File: src/rtl/resp_sig_checker_pkg.sv
// resp_sig_checker_pkg
//   Shared constants for the response signature checker and for any
//   stimulus-side block that wants the same MISR defaults.
//   - state_t      : FSM encoding (IDLE=0, RUN=1, DONE=2)
//   - DEF_POLY     : default MISR feedback taps
//   - DEF_SEED     : default MISR load value
//   - DEF_GOLDEN   : default expected final signature
package resp_sig_checker_pkg;

  typedef enum logic [1:0] {
    ST_IDLE = 2'd0,
    ST_RUN  = 2'd1,
    ST_DONE = 2'd2
  } state_t;

  localparam logic [7:0] DEF_POLY   = 8'h1D;
  localparam logic [7:0] DEF_SEED   = 8'h00;
  localparam logic [7:0] DEF_GOLDEN = 8'h00;

endpackage

File: src/rtl/resp_sig_checker_misr.sv
// misr_reg
//   Multiple-input signature register. Each enabled cycle shifts left,
//   folds the outgoing MSB back through POLY and XORs in the
//   zero-extended response word.
//   Ports:
//     clk, rst_n : clock, asynchronous active-low reset (loads SEED)
//     load       : synchronous reload with SEED (wins over en)
//     en         : compact din this cycle
//     din        : RESP_W response sample
//     sig        : registered signature
//     sig_next   : value sig takes if en is applied this cycle
module misr_reg
  import resp_sig_checker_pkg::*;
#(
  parameter int                SIG_W  = 8,
  parameter int                RESP_W = 2,
  parameter logic [SIG_W-1:0]  POLY   = SIG_W'(DEF_POLY),
  parameter logic [SIG_W-1:0]  SEED   = SIG_W'(DEF_SEED)
) (
  input  logic              clk,
  input  logic              rst_n,
  input  logic              load,
  input  logic              en,
  input  logic [RESP_W-1:0] din,
  output logic [SIG_W-1:0]  sig,
  output logic [SIG_W-1:0]  sig_next
);

  logic [SIG_W-1:0] din_ext;

  always_comb begin
    din_ext              = '0;
    din_ext[RESP_W-1:0]  = din;
    sig_next = {sig[SIG_W-2:0], 1'b0} ^ (sig[SIG_W-1] ? POLY : '0) ^ din_ext;
  end

  always_ff @(posedge clk or negedge rst_n) begin
    if (!rst_n) begin
      sig <= SEED;
    end else if (load) begin
      sig <= SEED;
    end else if (en) begin
      sig <= sig_next;
    end
  end

endmodule

File: config.mk
export PLATFORM = sky130hd
export DESIGN_NAME = misr_reg
export DESIGN_NICKNAME = d
export VERILOG_FILES = /design/src/rtl/resp_sig_checker_pkg.sv /design/src/rtl/resp_sig_checker_misr.sv
export SDC_FILE = /design/constraint.sdc
export NUM_CORES = 1
export LEC_CHECK = 0
export ABC_AREA = 1
export CORE_AREA = 5 5 42 44
export DETAILED_ROUTE_END_ITERATION = 12
export DIE_AREA = 0 0 47 49
export GPL_ROUTABILITY_DRIVEN = 1
export PLACE_DENSITY = 0.64
export SLEW_MARGIN = 20
export SYNTH_ARGS = -nofsm -noshare
export SYNTH_HDL_FRONTEND = slang
export SYNTH_SLANG_ARGS = --single-unit
File: constraint.sdc
create_clock -name clk -period 2.5 [get_ports clk]
set_input_delay 0.5 -clock clk [delete_from_list [all_inputs] [get_ports clk]]
set_output_delay 0.5 -clock clk [all_outputs]
set_load 0.05 [all_outputs]
# ---- Word level (Yosys, flattened, before mapping)
# Index checks and enable logic that the tools add are counted.
dict set report classes {
  n_addsub 0
  multipliers 0
  n_reduce_logical 1
  n_eq_ne 0
  n_bitwise 2
  n_lt_le_gt_ge 0
  n_shift 0
  muxes 3
  div 0
}
# cell count
set ops {}
lappend ops {{8-bit 2-to-1 mux} 2}
lappend ops {{8-bit by 2-bit XOR with 8-bit output} 1}
lappend ops {{8-bit by 5-bit XOR with 8-bit output} 1}
lappend ops {{5-bit 2-to-1 mux} 1}
lappend ops {{2-bit nonzero test} 1}
dict set report totals {
  output_inout_bits 16
  mem_bits_rw 0
  latchBits 0
  mem_bits_ro 0
  register_bits 8
  memories 0
}

# ---- Logic depth before layout (Yosys ltp)
dict set report logic_depth {
  word_depth 5
  ltp_mapped 4
  ltp_nobuf 4
}

# ---- Worst setup path before layout
# Ideal clock, no wire load.
dict set report synth_path {
  path_type {reg2out}
  start {register sig[7]}
  end {output port sig_next[4]}
  stages_incl_launch_ff 4
  setup_slack_ps 700
  arrival_time_ps 1300
  path_cell_list {dfrtp_1 -> inv_2 -> nand2_1 -> and2_1}
}
dict set report synth_via {
  elab_chain_len 3
}
# item line
set synth_lines {}
lappend synth_lines {{start: declaration} resp_sig_checker_misr.sv:25} ;# output logic [SIG_W-1:0] sig,
lappend synth_lines {{start signal: assignment} resp_sig_checker_misr.sv:43} ;# sig <= sig_next;
lappend synth_lines {{5-bit 2-to-1 mux} resp_sig_checker_misr.sv:34} ;# sig_next = {sig[SIG_W-2:0], 1'b0} ^ (sig[SIG_W-1] ? POLY : '0) ^ din_ext;
lappend synth_lines {{8-bit by 5-bit XOR with 8-bit output} resp_sig_checker_misr.sv:34}
lappend synth_lines {{8-bit by 2-bit XOR with 8-bit output} resp_sig_checker_misr.sv:34}
lappend synth_lines {{end: declaration} resp_sig_checker_misr.sv:26} ;# output logic [SIG_W-1:0] sig_next
# Every way passes these cells.

# ---- Worst setup path in the final report
# Same ends and word-level chain as after synthesis.

==> run_results.csv <==
group,metric,value,unit
sta,fin_worst_skew,6.867,ps
die,start_util,0.3107,
placement,place_hpwl,775.6,um
die,die-area,0.002303,sq mm
pwr,p_seq_frac,0.432,
drt,drcViolationCount,0,
flow_run,max_cap_viol_count,0,
sta,tns,0,ps
global_route,grt_max_degree,9,
layout,top_regs,"sig x8",
clocking,root_buffer,"clkbuf_4",
yosys,syn_area,435.4,sq um
yosys,synth_area_leaders,"dfrtp_1, nand2_1, and2_1, nand3_1, buf_4",
die,chipWidth,47,um
layout,num_antenna_cells,0,
clocking,post_cts_resize_count,0,
pwr,combinationalPowerShare,0.247,
yosys,synth-seq-area-share,0.4598,
layout,drive_gt1_frac,0.1111,
pwr,power_density,458.6,mW/mm^2
drt,wl,1027,um
hold_path,min_path_type,"flip-flop to flip-flop",
sta,rsz0062_at_grt,"no",
clocking,clockBufferDepth,2,
die,rows,14,
clocking,clk_pin_slew,60,ps
yosys,synth_top_cell_area_share,0.4598,
pwr,ir_drop,182.4,uV
drt,vias_per_cell,4.330,
sta,finalSetupViolCount,0,
sta,fmax,432.8,MHz
placement,finalWeightedCongestion,0.7680,
yosys,synth_cell_types,9,
yosys,syn_avg_cell_area,7.257,sq um
global_route,antenna_found_initial,0,
die,io-pin-count,22,
clocking,numCtsBuffers,3,
yosys,yosys.area.top_type,"dfrtp_1",
sta,maxSlewHeadroom,0.6638,
pwr,leakage,0.3448,nW
sta,period_share,0.9242,
status,status,"completed",
drt,antenna_left,0,
drt,vias,420,
setup_path,crit_type,"flip-flop to output port",
clocking,cts-hold-fix-buffers,0,
yosys,yosys_warnings,0,
clocking,cts_max_level,1,
sta,worst_pin_slew,502.7,ps
yosys,synth_cells,60,
layout,regMostFlops,"sig",
sta,slew_viol_final,0,
yosys,syn_nets,66,
clocking,post_cts.repair.setup_buffers,0,
layout,final_cell_count_no_fill,97,
drt,first_pass_iters,4,
clocking,clock-sinks,8,
setup_path,arrival,1810,ps
layout,area_growth,57.47,%
global_route,grt_overflow,0,
pwr,internal_power,0.2184,mW
sta,finalHoldViolCount,0,
die,core,0.001401,sq mm
clocking,insertion_delay,260,ps
layout,largest_reg_flops,8,
sta,setup_ws,189.5,ps
drt,wl_per_cell,10.59,um
sta,period_needed,2310,ps
layout,final_net_count,89,
die,die_h,49,um
pwr,swShare,0.3056,
global_route,track_usage,0.1055,
setup_path,required,2000,ps
setup_path,path_max_fanout,7,
setup_path,critPathLaunchType,"flip-flop",
clocking,cts_tree,"done",
setup_path,endpoint_kind,"output port",
global_route,grt_pass1_vias,395,
yosys,ys_seq_elements,8,
pwr,clkPwrFrac,0.321,
global_route,grt_pass1_wl,1773,um
layout,fillCellCount,142,
pwr,switchingPower,0.09609,mW
placement,dp.cells,94,
placement,dpl_worst_slack,466.5,ps
placement,portBuffers,21,
drt,drt-initial-drc-count,8,
## layer usage
metal,up-vias,global-route usage,part of all wire
met1,178,0.1655,0.49
met4,0,0.05530,0.0049
li1,222,-,-
met5,-,0,0
met3,2,0.03321,0.079
met2,18,0.1222,0.43
## placed cells by master (no fill, tap or decap)
cell	count
nand2_1	29
clkdlybuf4s50_1	19
dfrtp_1	8
inv_1	6
and2_1	5
nand3_1	5
clkbuf_4	3
inv_2	2
buf_12	2
nor2_4	1
nor2_2	1
## metrics by stage
| stage | util | total power, mW | instance area, sq um | hold WS, ps |
|---|---|---|---|---|
| final | 0.4893 | 0.3145 | 685.7 | 522.9 |
| after global routing | 0.4893 | 0.3299 | 685.7 | 557.9 |
| after CTS | 0.4893 | 0.3201 | 685.7 | 535.0 |
| after detailed placement | 0.4732 | 0.2167 | 663.1 | 519.6 |
| after global placement | 0.4732 | 0.2167 | 663.1 | 512.2 |
| after floorplan | - | 0.1800 | 435.4 | 204.4 |
## critical path: stages, from the launching register on
cell and delay, ps:
dfrtp_1 470, inv_2 80, nand2_1 90, and2_1 120, clkdlybuf4s50_1 790
## cells by family after synthesis
family,after synthesis,synth area share
simple gates,41,0.4195
buf+inv,11,0.1207
flops,8,0.4598
## power by group through the flow
stage / combinational, mW / sequential, mW / clock [mW]
floorplan: 0.0310 / 0.149 / 0
global placement: 0.0784 / 0.138 / 0
detailed placement: 0.0784 / 0.138 / 0
CTS: 0.0788 / 0.136 / 0.105
global route: 0.0827 / 0.136 / 0.111
finish: 0.0778 / 0.136 / 0.101
## worst paths after layout
check                      startpoint     endpoint  slack [ps]  cells past startpoint
min in group asynchronous       rst_n       sig[1]         530                      1
max                            sig[7]  sig_next[4]         190                      4
min                            sig[6]       sig[7]         520                      2
max reg2reg                    sig[7]       sig[0]        1620                      4
min reg2reg                    sig[6]       sig[7]         520                      2
max in group asynchronous       rst_n       sig[5]        1700                      1
## Yosys cell counts
cell type and n:
inv_1 6, nor2_2 1, inv_2 2, buf_4 3
and2_1 5, nand2_1 29, dfrtp_1 8, nor2_4 1
nand3_1 5
## final cells by class
type,count,area (sq um),share of cell area
multi-input cells,41,182.7,0.2664
repair buffers,21,230.2,0.3358
inverters,8,30.03,0.04380
clock buffers,3,22.52,0.03285
flip-flops and latches,8,200.2,0.2920
well taps,16,20.02,0.02920
No activity file was read; power rests on OpenSTA's default activity.
